### config.mk
export PLATFORM = sky130hd
export DESIGN_NAME = mem_port_arbiter_flat
export DESIGN_NICKNAME = d
export VERILOG_FILES = /design/src/rtl/mem_port_arbiter_pkg.sv /design/src/rtl/mem_port_arbiter_if.sv /design/src/rtl/mem_port_arbiter_align_chk.sv /design/src/rtl/mem_port_arbiter.sv /design/src/flat_wrapper.sv
export SDC_FILE = /design/constraint.sdc
export NUM_CORES = 1
export LEC_CHECK = 0
export ABC_AREA = 1
export BUFFER_PORTS_ARGS = -buffer_cell sky130_fd_sc_hd__buf_2
export CORE_AREA = 2 2 108 110
export CTS_CLUSTER_SIZE = 16
export DETAILED_ROUTE_END_ITERATION = 10
export DIE_AREA = 0 0 110 112
export GPL_ROUTABILITY_DRIVEN = 0
export MAX_ROUTING_LAYER = met4
export PLACE_DENSITY_LB_ADDON = 0.15
export SLEW_MARGIN = 20
export SYNTH_ARGS = -nofsm -noshare
export SYNTH_HDL_FRONTEND = slang
export SYNTH_SLANG_ARGS = --single-unit
### constraint.sdc
create_clock -name SYS_clk -period 4.4 [get_ports SYS_clk]
set_clock_uncertainty 0.1 [all_clocks]
set_input_delay 0.66 -clock SYS_clk [delete_from_list [all_inputs] [get_ports SYS_clk]]
set_output_delay 0.66 -clock SYS_clk [all_outputs]
set_load 0.02 [all_outputs]
### src/rtl/mem_port_arbiter_pkg.sv
// riscv_mem_pkg: shared access-length, FSM state and owner types for the memory port arbiter
package riscv_mem_pkg;
  typedef enum logic [1:0] {LEN_NONE = 2'b00, LEN_BYTE = 2'b01, LEN_HALF = 2'b10, LEN_WORD = 2'b11} len_t;
  typedef enum logic [1:0] {IDLE, REQ, RESP, ERR} arb_state_t;
  typedef enum logic {OWN_I, OWN_D} owner_t;
endpackage

### src/rtl/mem_port_arbiter_if.sv
// mem_port_arbiter_if: fetch, load/store and memory handshake bundle; master = arbiter, slave = requesters plus memory
interface mem_port_arbiter_if #(
  parameter int ADDR_W = 32,
  parameter int DATA_W = 32
);
  logic              i_req;
  logic [ADDR_W-1:0] i_addr;
  logic              i_gnt;
  logic              i_rvalid;
  logic [DATA_W-1:0] i_rdata;
  logic              i_err;
  logic              d_req;
  logic [ADDR_W-1:0] d_addr;
  logic              d_we;
  logic [1:0]        d_len;
  logic              d_signed;
  logic [DATA_W-1:0] d_wdata;
  logic              d_gnt;
  logic              d_rvalid;
  logic [DATA_W-1:0] d_rdata;
  logic              d_err;
  logic              mem_req;
  logic [ADDR_W-1:0] mem_addr;
  logic              mem_we;
  logic [1:0]        mem_len;
  logic              mem_signed;
  logic [DATA_W-1:0] mem_wdata;
  logic              mem_gnt;
  logic              mem_rvalid;
  logic [DATA_W-1:0] mem_rdata;
  modport master (
    input  i_req, i_addr, d_req, d_addr, d_we, d_len, d_signed, d_wdata, mem_gnt, mem_rvalid, mem_rdata,
    output i_gnt, i_rvalid, i_rdata, i_err, d_gnt, d_rvalid, d_rdata, d_err,
    output mem_req, mem_addr, mem_we, mem_len, mem_signed, mem_wdata
  );
  modport slave (
    output i_req, i_addr, d_req, d_addr, d_we, d_len, d_signed, d_wdata, mem_gnt, mem_rvalid, mem_rdata,
    input  i_gnt, i_rvalid, i_rdata, i_err, d_gnt, d_rvalid, d_rdata, d_err,
    input  mem_req, mem_addr, mem_we, mem_len, mem_signed, mem_wdata
  );
endinterface

### src/rtl/mem_port_arbiter_align_chk.sv
// mem_align_chk: flags an illegal length or a misaligned address for one memory access
module mem_align_chk
  import riscv_mem_pkg::*;
(
  input  logic [1:0] addr_lo,
  input  logic [1:0] len,
  output logic       bad
);
  assign bad = (len == LEN_NONE) || (len == LEN_HALF && addr_lo[0]) || (len == LEN_WORD && addr_lo != 2'b00);
endmodule

### src/rtl/mem_port_arbiter.sv
// mem_port_arbiter: shares one memory port between fetch and load/store, D priority; ARB_STARVE_GUARD_EN adds the fetch starve guard
module mem_port_arbiter
  import riscv_mem_pkg::*;
#(
  parameter int ADDR_W = 32,
  parameter int DATA_W = 32
`ifdef ARB_STARVE_GUARD_EN
  , parameter int STARVE_LIMIT = 4
`endif
) (
  input logic                SYS_clk,
  input logic                SYS_reset_n,
  mem_port_arbiter_if.master bus
);
  arb_state_t        state_q, state_d;
  owner_t            owner_q, owner_d;
  logic [ADDR_W-1:0] addr_q, addr_d;
  logic              we_q, we_d;
  logic [1:0]        len_q, len_d;
  logic              sgn_q, sgn_d;
  logic [DATA_W-1:0] wdata_q, wdata_d;
  logic [DATA_W-1:0] rdata_q, rdata_d;
  logic              resp_q, resp_d;
  logic              go, pick_d, i_grant, d_grant, bad, fin;
  logic [1:0]        sel_lo, sel_len;
  assign go      = SYS_reset_n && state_q == IDLE && (bus.i_req || bus.d_req);
  assign d_grant = go && pick_d;
  assign i_grant = go && !pick_d;
  assign sel_lo  = pick_d ? bus.d_addr[1:0] : bus.i_addr[1:0];
  assign sel_len = pick_d ? bus.d_len : LEN_WORD;
  mem_align_chk u_align_chk (
    .addr_lo (sel_lo),
    .len     (sel_len),
    .bad     (bad)
  );
`ifdef ARB_STARVE_GUARD_EN
  localparam int CNT_W = $clog2(STARVE_LIMIT + 1);
  logic [CNT_W-1:0] cnt_q, cnt_d;
  assign pick_d = bus.d_req && !(bus.i_req && cnt_q == CNT_W'(STARVE_LIMIT));
  assign cnt_d  = (!bus.i_req || i_grant) ? '0 : d_grant ? cnt_q + CNT_W'(1) : cnt_q;
  always_ff @(posedge SYS_clk or negedge SYS_reset_n) begin
    if (!SYS_reset_n) cnt_q <= '0;
    else cnt_q <= cnt_d;
  end
`else
  assign pick_d = bus.d_req;
`endif
  always_comb begin
    state_d = state_q;
    owner_d = owner_q;
    addr_d  = addr_q;
    we_d    = we_q;
    len_d   = len_q;
    sgn_d   = sgn_q;
    wdata_d = wdata_q;
    rdata_d = rdata_q;
    resp_d  = 1'b0;
    case (state_q)
      IDLE: if (go) begin
        owner_d = pick_d ? OWN_D : OWN_I;
        addr_d  = pick_d ? bus.d_addr : bus.i_addr;
        we_d    = pick_d && bus.d_we;
        len_d   = sel_len;
        sgn_d   = pick_d && bus.d_signed;
        wdata_d = pick_d ? bus.d_wdata : '0;
        state_d = bad ? ERR : REQ;
      end
      REQ: state_d = bus.mem_gnt ? RESP : REQ;
      RESP: if (bus.mem_rvalid) begin
        resp_d  = 1'b1;
        rdata_d = we_q ? '0 : bus.mem_rdata;
        state_d = IDLE;
      end
      default: state_d = IDLE;
    endcase
  end
  always_ff @(posedge SYS_clk or negedge SYS_reset_n) begin
    if (!SYS_reset_n) begin
      state_q <= IDLE;
      owner_q <= OWN_I;
      addr_q  <= '0;
      we_q    <= 1'b0;
      len_q   <= 2'b00;
      sgn_q   <= 1'b0;
      wdata_q <= '0;
      rdata_q <= '0;
      resp_q  <= 1'b0;
    end else begin
      state_q <= state_d;
      owner_q <= owner_d;
      addr_q  <= addr_d;
      we_q    <= we_d;
      len_q   <= len_d;
      sgn_q   <= sgn_d;
      wdata_q <= wdata_d;
      rdata_q <= rdata_d;
      resp_q  <= resp_d;
    end
  end
  assign fin            = resp_q || state_q == ERR;
  assign bus.i_gnt      = i_grant;
  assign bus.d_gnt      = d_grant;
  assign bus.i_rvalid   = fin && owner_q == OWN_I;
  assign bus.d_rvalid   = fin && owner_q == OWN_D;
  assign bus.i_err      = state_q == ERR && owner_q == OWN_I;
  assign bus.d_err      = state_q == ERR && owner_q == OWN_D;
  assign bus.i_rdata    = (resp_q && owner_q == OWN_I) ? rdata_q : '0;
  assign bus.d_rdata    = (resp_q && owner_q == OWN_D) ? rdata_q : '0;
  assign bus.mem_req    = state_q == REQ;
  assign bus.mem_addr   = addr_q;
  assign bus.mem_we     = we_q;
  assign bus.mem_len    = len_q;
  assign bus.mem_signed = sgn_q;
  assign bus.mem_wdata  = wdata_q;
endmodule

### src/flat_wrapper.sv
// flat-port wrapper written by rule: the top's interface ports become plain ports
module mem_port_arbiter_flat import riscv_mem_pkg::*;
#(
  parameter int ADDR_W = 32,
  parameter int DATA_W = 32

)
  (SYS_clk, SYS_reset_n, bus_i_req, bus_i_addr, bus_d_req, bus_d_addr, bus_d_we, bus_d_len, bus_d_signed, bus_d_wdata, bus_mem_gnt, bus_mem_rvalid, bus_mem_rdata, bus_i_gnt, bus_i_rvalid, bus_i_rdata, bus_i_err, bus_d_gnt, bus_d_rvalid, bus_d_rdata, bus_d_err, bus_mem_req, bus_mem_addr, bus_mem_we, bus_mem_len, bus_mem_signed, bus_mem_wdata);
  mem_port_arbiter_if #(.ADDR_W(ADDR_W), .DATA_W(DATA_W)) bus_i ();
  input logic SYS_clk;
  input logic SYS_reset_n;
  input wire logic [$bits(bus_i.i_req)-1:0] bus_i_req;
  input wire logic [$bits(bus_i.i_addr)-1:0] bus_i_addr;
  input wire logic [$bits(bus_i.d_req)-1:0] bus_d_req;
  input wire logic [$bits(bus_i.d_addr)-1:0] bus_d_addr;
  input wire logic [$bits(bus_i.d_we)-1:0] bus_d_we;
  input wire logic [$bits(bus_i.d_len)-1:0] bus_d_len;
  input wire logic [$bits(bus_i.d_signed)-1:0] bus_d_signed;
  input wire logic [$bits(bus_i.d_wdata)-1:0] bus_d_wdata;
  input wire logic [$bits(bus_i.mem_gnt)-1:0] bus_mem_gnt;
  input wire logic [$bits(bus_i.mem_rvalid)-1:0] bus_mem_rvalid;
  input wire logic [$bits(bus_i.mem_rdata)-1:0] bus_mem_rdata;
  output wire logic [$bits(bus_i.i_gnt)-1:0] bus_i_gnt;
  output wire logic [$bits(bus_i.i_rvalid)-1:0] bus_i_rvalid;
  output wire logic [$bits(bus_i.i_rdata)-1:0] bus_i_rdata;
  output wire logic [$bits(bus_i.i_err)-1:0] bus_i_err;
  output wire logic [$bits(bus_i.d_gnt)-1:0] bus_d_gnt;
  output wire logic [$bits(bus_i.d_rvalid)-1:0] bus_d_rvalid;
  output wire logic [$bits(bus_i.d_rdata)-1:0] bus_d_rdata;
  output wire logic [$bits(bus_i.d_err)-1:0] bus_d_err;
  output wire logic [$bits(bus_i.mem_req)-1:0] bus_mem_req;
  output wire logic [$bits(bus_i.mem_addr)-1:0] bus_mem_addr;
  output wire logic [$bits(bus_i.mem_we)-1:0] bus_mem_we;
  output wire logic [$bits(bus_i.mem_len)-1:0] bus_mem_len;
  output wire logic [$bits(bus_i.mem_signed)-1:0] bus_mem_signed;
  output wire logic [$bits(bus_i.mem_wdata)-1:0] bus_mem_wdata;
  assign bus_i.i_req = bus_i_req;
  assign bus_i.i_addr = bus_i_addr;
  assign bus_i.d_req = bus_d_req;
  assign bus_i.d_addr = bus_d_addr;
  assign bus_i.d_we = bus_d_we;
  assign bus_i.d_len = bus_d_len;
  assign bus_i.d_signed = bus_d_signed;
  assign bus_i.d_wdata = bus_d_wdata;
  assign bus_i.mem_gnt = bus_mem_gnt;
  assign bus_i.mem_rvalid = bus_mem_rvalid;
  assign bus_i.mem_rdata = bus_mem_rdata;
  assign bus_i_gnt = bus_i.i_gnt;
  assign bus_i_rvalid = bus_i.i_rvalid;
  assign bus_i_rdata = bus_i.i_rdata;
  assign bus_i_err = bus_i.i_err;
  assign bus_d_gnt = bus_i.d_gnt;
  assign bus_d_rvalid = bus_i.d_rvalid;
  assign bus_d_rdata = bus_i.d_rdata;
  assign bus_d_err = bus_i.d_err;
  assign bus_mem_req = bus_i.mem_req;
  assign bus_mem_addr = bus_i.mem_addr;
  assign bus_mem_we = bus_i.mem_we;
  assign bus_mem_len = bus_i.mem_len;
  assign bus_mem_signed = bus_i.mem_signed;
  assign bus_mem_wdata = bus_i.mem_wdata;
  mem_port_arbiter #(.ADDR_W(ADDR_W), .DATA_W(DATA_W)) u_core (.SYS_clk(SYS_clk), .SYS_reset_n(SYS_reset_n), .bus(bus_i));
endmodule
==> results of run 1 <==
final cells by class:
| cell class | instances | area [µm²] | share of cell area, % |
|---|---|---|---|
| timing repair buffer | 281 | 1430 | 23.0 |
| sequential | 104 | 2600 | 41.8 |
| tap | 143 | 179 | 2.87 |
| multi-input combinational | 329 | 1570 | 25.3 |
| antenna | 2 | 5.00 | 0.0804 |
| inverter | 42 | 158 | 2.53 |
| clock buffer | 14 | 274 | 4.40 |
worst paths after layout:
path | slack, ps | from | to | cells past startpoint
max | 1630 | u_core.owner_q | bus_d_rvalid | 3
min | 200 | SYS_reset_n | u_core.bus.mem_wdata[21] | 1
max reg2reg | 2520 | u_core.state_q[1] | u_core.bus.mem_wdata[18] | 6
min reg2reg | 370 | u_core.bus.mem_addr[0] | u_core.bus.mem_addr[0] | 2
max in group asynchronous | 2810 | SYS_reset_n | u_core.bus.mem_addr[23] | 2
min in group SYS_clk | 370 | u_core.bus.mem_addr[0] | u_core.bus.mem_addr[0] | 2
through the flow:
step           setup WS [ps]  power, mW  hold WS (ps)
2_1_floorplan           2410       2.74           264
3_3_place_gp            1810       3.34           357
3_5_place_dp            1780       3.37           361
4_1_cts                 1600       4.13           226
5_1_grt                 1420       4.40           245
6_report                1630       4.10           202
cell families (layout without fill, tap and decap cells):
logic type      count (synthesis)  after routing  share of synthesized area, %
other cells                     0              2                             0
simple gates                  257            257                          23.8
buf+inv                        75            337                          7.32
compound gates                 72             72                          11.0
flops                         104            104                          57.9
registers in the layout, indices dropped and copies added, names as in the netlist:
| name | count |
|---|---|
| u_core.owner_q | 1 |
| u_core.bus.mem_addr | 32 |
| u_core.bus.mem_len | 2 |
| u_core.resp_q | 1 |
| u_core.bus.mem_we | 1 |
| u_core.bus.mem_wdata | 32 |
| u_core.state_q | 2 |
| u_core.bus.mem_signed | 1 |
| u_core.rdata_q | 32 |
metal layers:
metal	part of all wire [%]	global-route usage [%]	vias to the layer above	wire length (µm)
li1	-	-	2150	-
met1	41	26.7	2048	5450
met2	48	35.9	186	6350
met3	8.3	5.56	17	1090
met4	2.0	7.43	0	257
met5	0	-	-	0
synthesized netlist by cell type, drive strengths merged:
| cell | number | share of area (%) |
|---|---|---|
| nand2 | 117 | 9.8 |
| dfrtp | 104 | 58 |
| nor2 | 75 | 6.7 |
| nand3 | 65 | 7.2 |
| inv | 42 | 3.5 |
| o21ai | 36 | 4.0 |
| a22o | 33 | 6.4 |
| buf | 21 | 2.8 |
| clkbuf | 12 | 1.0 |
| a2bb2oi | 1 | 0.19 |
| o21bai | 1 | 0.17 |
| o31ai | 1 | 0.17 |
critical path, cell delays in order (launching register included):
cell	delay [ps]
dfrtp_1	400
nand2_1	760
o21ai_0	270
buf_2	250
placed cells by master, fill, tap and decap left out, drive strengths merged:
master   count
a22o        33
o31ai        1
clkbuf      14
nand3       65
o21ai       36
a2bb2oi      1
dfrtp      104
o21bai       1
nor2        75
diode        2
buf        281
inv         42
nand2      117
power by group through the flow:
stage / Combinational (mW) / Sequential (mW) / Clock, mW
finish: 1.75 / 1.60 / 0.744
global route: 1.94 / 1.66 / 0.802
CTS: 1.76 / 1.60 / 0.759
detailed placement: 1.76 / 1.60 / 0
global placement: 1.73 / 1.61 / 0
floorplan: 0.808 / 1.94 / 0
==> qor.csv, run 1 <==
stage,metric,value,unit
floorplanning,die_width,110,µm
yosys,ys_types,20,
sta,fmax,360,MHz
sta,tightest_slew,1040,ps
finish,final_util,55.7,%
sta,hold_viol,0,
power_and_ir_drop,p_int,2.41,mW
clock_tree,cts.repair.resized,0,
global_routing,grt_first_pass_wirelength,20.3,mm
power_and_ir_drop,combPwrFrac,42.7,%
finish,final_cells,915,
yosys,ys_seq_area_share,57.9,%
global_routing,grt-ovfl-total,0,
power_and_ir_drop,clockPowerShare,18.2,%
yosys,synth.ff_latch_count,104,
clock_tree,ctsHtreeMaxLevel,3,
yosys,yosysWarnings,0,
global_routing,first_global_vias,4181,
placement,place_area,5930,µm²
routing,via_per_inst,4.81,
global_routing,grt_max_degree,70,
floorplanning,coreArea,11200,µm²
clock_tree,numCtsBuffers,9,
power_and_ir_drop,power_switching,1.69,mW
sta,finalCritPeriodShare,63.1,%
placement,dp_hpwl,9.61,mm
floorplanning,io_pins,277,
worst_setup_path,crit_type,reg -> out,
sta,slew_viol_final,0,
routing,drt_iter0_drc,301,
worst_hold_path,min_path_type,in -> async,
sta,rsz0062_at_grt,no,
power_and_ir_drop,ir_drop,285,µV
floorplanning,initial_core_util,40.2,%
yosys,synth_cells,508,
job,maxCapViolCount,0,
yosys,syn_area_per_cell,8.84,µm²
finish,area_growth,38.6,%
finish,fillers,1050,
routing,vias,4401,
floorplanning,die_area,12300,µm²
sta,setup_viol,0,
sta,max_slew_margin,30.3,%
power_and_ir_drop,sw_frac_of_total,41.3,%
power_and_ir_drop,pwr-share-seq,39.2,%
clock_tree,clock_tree.buffer_depth,2,
yosys,netlist_area,4490,µm²
routing,detail-route-antenna-nets,0,
placement,port_buffers,276,
worst_setup_path,required,3640,ps
global_routing,antenna_found_initial,2,
floorplanning,fp-row-count,39,
clock_tree,cts_setup_buffers,0,
routing,routed_wire_length_per_instance,14.4,µm
clock_tree,clock_latency,330,ps
worst_setup_path,cp-start-kind,flop,
routing,wl,13.1,mm
finish,fin_nets,905,
sta,fin_setup_tns,0,ps
power_and_ir_drop,power_density,658,nW/µm²
routing,drt_pass1_iterations,4,
clock_tree,ctsHoldBuffers,0,
power_and_ir_drop,p_leak,3.53,nW
clock_tree,cts_sinks,104,
global_routing,grt_usage,22.1,%
finish,drive_above_1_share,39.0,%
outcome,status,"finished, final reports clean",
floorplanning,die_h,112,µm
routing,drc_errors,0,
clock_tree,cts_tree,yes,
placement,place_inst,898,
worst_setup_path,setup.worst_path.end_class,output port,
clock_tree,clkTransAtPathRegs,60,ps
worst_setup_path,critPathArrivalTime,2010,ps
yosys,synth.net_count,646,
worst_setup_path,cp_max_fo,33,
clock_tree,cts-root-buf,clkbuf_16,
sta,period_needed,2770,ps
finish,final_cell_area,6230,µm²
(Power assumes the default switching activity.)
==> run 2: changes to the inputs <==
CORE_AREA = 2 2 109 111   (was 2 2 108 110)
DIE_AREA = 0 0 111 113   (was 0 0 110 112)
clock period = 2.9 ns   (was 4.4 ns; I/O delays follow)
==> qor.csv, run 2 (synthesized netlist as in run 1, its figures left out) <==
stage,metric,value,unit
global_routing,grt-ovfl-total,0,
finish,drive_above_1_share,39.8,%
floorplanning,io_pins,277,
worst_setup_path,crit_type,reg -> out,
clock_tree,clock_latency,340,ps
sta,period_needed,2310,ps
power_and_ir_drop,p_leak,3.58,nW
power_and_ir_drop,power_density,1020,nW/µm²
sta,rsz0062_at_grt,no,
clock_tree,cts.repair.resized,0,
floorplanning,coreArea,11300,µm²
sta,tightest_slew,1030,ps
sta,slew_viol_final,0,
routing,detail-route-antenna-nets,0,
placement,port_buffers,276,
finish,area_growth,40.5,%
worst_setup_path,cp-start-kind,flop,
finish,fillers,1080,
sta,finalCritPeriodShare,79.7,%
power_and_ir_drop,power_switching,2.65,mW
worst_setup_path,critPathArrivalTime,1780,ps
clock_tree,ctsHoldBuffers,0,
floorplanning,die_h,113,µm
finish,final_common_cell,buf_2,
routing,route.met2.wl,6.54,mm
routing,wl_met1,5.76,mm
routing,drt_pass1_iterations,4,
routing,top_layer,met4,
routing,via_per_inst,4.83,
worst_setup_path,cpMaxStageDelayCell,dfrtp_1,
routing,vias,4443,
floorplanning,initial_core_util,39.9,%
placement,dp_hpwl,10.2,mm
clock_tree,cts_sinks,104,
worst_setup_path,required,2370,ps
finish,fin_nets,910,
clock_tree,numCtsBuffers,9,
sta,max_slew_margin,31.1,%
outcome,status,"finished, final reports clean",
finish,final_cell_mix,"buf_2 (275), nand2_1 (116), dfrtp_1 (104)",
clock_tree,cts_tree,yes,
power_and_ir_drop,sw_frac_of_total,41.2,%
clock_tree,cts-root-buf,clkbuf_16,
worst_setup_path,cp_max_fo,27,
sta,setup_viol,0,
worst_setup_path,crit_path_frequent_cell,nor2_4,
finish,n_antenna_cell,0,
worst_setup_path,crit_family,simple AND/OR/NAND/NOR gates,
clock_tree,cts_setup_buffers,0,
worst_setup_path,crit_chain,nor2_2 > nand2_2 > nor2_4 > inv_2 > nor2_4 > buf_2,
finish,final_util,56.0,%
global_routing,first_global_vias,4427,
power_and_ir_drop,ir_drop,498,µV
floorplanning,die_area,12500,µm²
job,maxCapViolCount,0,
global_routing,grt_usage,22.1,%
global_routing,grt_first_pass_wirelength,21.7,mm
routing,drc_errors,0,
power_and_ir_drop,p_int,3.78,mW
power_and_ir_drop,clockPowerShare,20.4,%
clock_tree,ctsHtreeMaxLevel,3,
worst_setup_path,setup.worst_path.end_class,output port,
worst_setup_path,cp_num_buf_inv,2,
worst_hold_path,min_path_type,in -> async,
routing,dr_wl_met3,935,µm
routing,drt_iter0_drc,303,
floorplanning,fp-row-count,39,
placement,dp_slack,883,ps
finish,final_cells,920,
worst_setup_path,crit_path_max_incr_delay,430,ps
global_routing,grt_max_degree,66,
power_and_ir_drop,p_total,6.43,mW
clock_tree,clock_tree.buffer_depth,2,
floorplanning,die_width,111,µm
placement,place_inst,904,
routing,wl,13.5,mm
clock_tree,clkTransAtPathRegs,70,ps
power_and_ir_drop,pwr-share-seq,37.8,%
sta,fin_setup_tns,0,ps
routing,routed_wire_length_per_instance,14.7,µm
sta,hold_viol,0,
sta,fmax,433,MHz
global_routing,antenna_found_initial,0,
sta,layout_setup_ws,588,ps
power_and_ir_drop,combPwrFrac,41.8,%
run 2: through the flow:
stage / instance area, µm² / hold slack [ps]
floorplan: 4490 / 39.4
global placement: 5980 / 364
detailed placement: 5980 / 369
CTS: 6310 / 191
global route: 6310 / 189
finish: 6310 / 184
run 2: layer usage:
metal  vias up  GRT usage [%]
met5         -              -
met4         0           8.25
met3        23           4.07
met2       198           36.4
met1      2060           27.5
li1       2162              -
run 2: area by class of cell:
cell class,instances,area (µm²),share of cell area (%)
clock inverters,7,104,1.64
well taps,143,179,2.83
repair buffers,286,1470,23.3
multi-input cells,329,1570,24.9
clock buffers,9,225,3.57
flip-flops and latches,104,2600,41.2
inverters,42,158,2.50
run 2: power by group through the flow:
stage / clock (mW) / combinational, mW / sequential (mW)
3_3_place_gp: 0 / 2.66 / 2.44
2_1_floorplan: 0 / 1.23 / 2.94
4_1_cts: 1.35 / 2.72 / 2.43
3_5_place_dp: 0 / 2.72 / 2.44
6_report: 1.31 / 2.69 / 2.43
5_1_grt: 1.42 / 2.94 / 2.51
run 2: path summary, 6_finish.rpt:
check / startpoint / endpoint / slack [ps] / cells after the start
max: u_core.state_q[1] / bus_i_gnt / 590 / 6
max reg2reg: u_core.state_q[1] / u_core.bus.mem_addr[11] / 960 / 8
max in group asynchronous: SYS_reset_n / u_core.bus.mem_wdata[8] / 1410 / 3
min in group SYS_clk: bus_i_addr[6] / u_core.bus.mem_addr[6] / 200 / 3
min: SYS_reset_n / u_core.bus.mem_wdata[20] / 180 / 2
min reg2reg: u_core.bus.mem_addr[7] / u_core.bus.mem_addr[7] / 390 / 2
run 2: worst reg2reg max path, cell delays in order, from the launching register on:
cell,delay (ps)
dfrtp_1,430
nor2_2,180
nand2_2,110
nor2_4,170
inv_2,230
nor2_4,160
buf_4,320
nand2_1,110
nand3_1,80
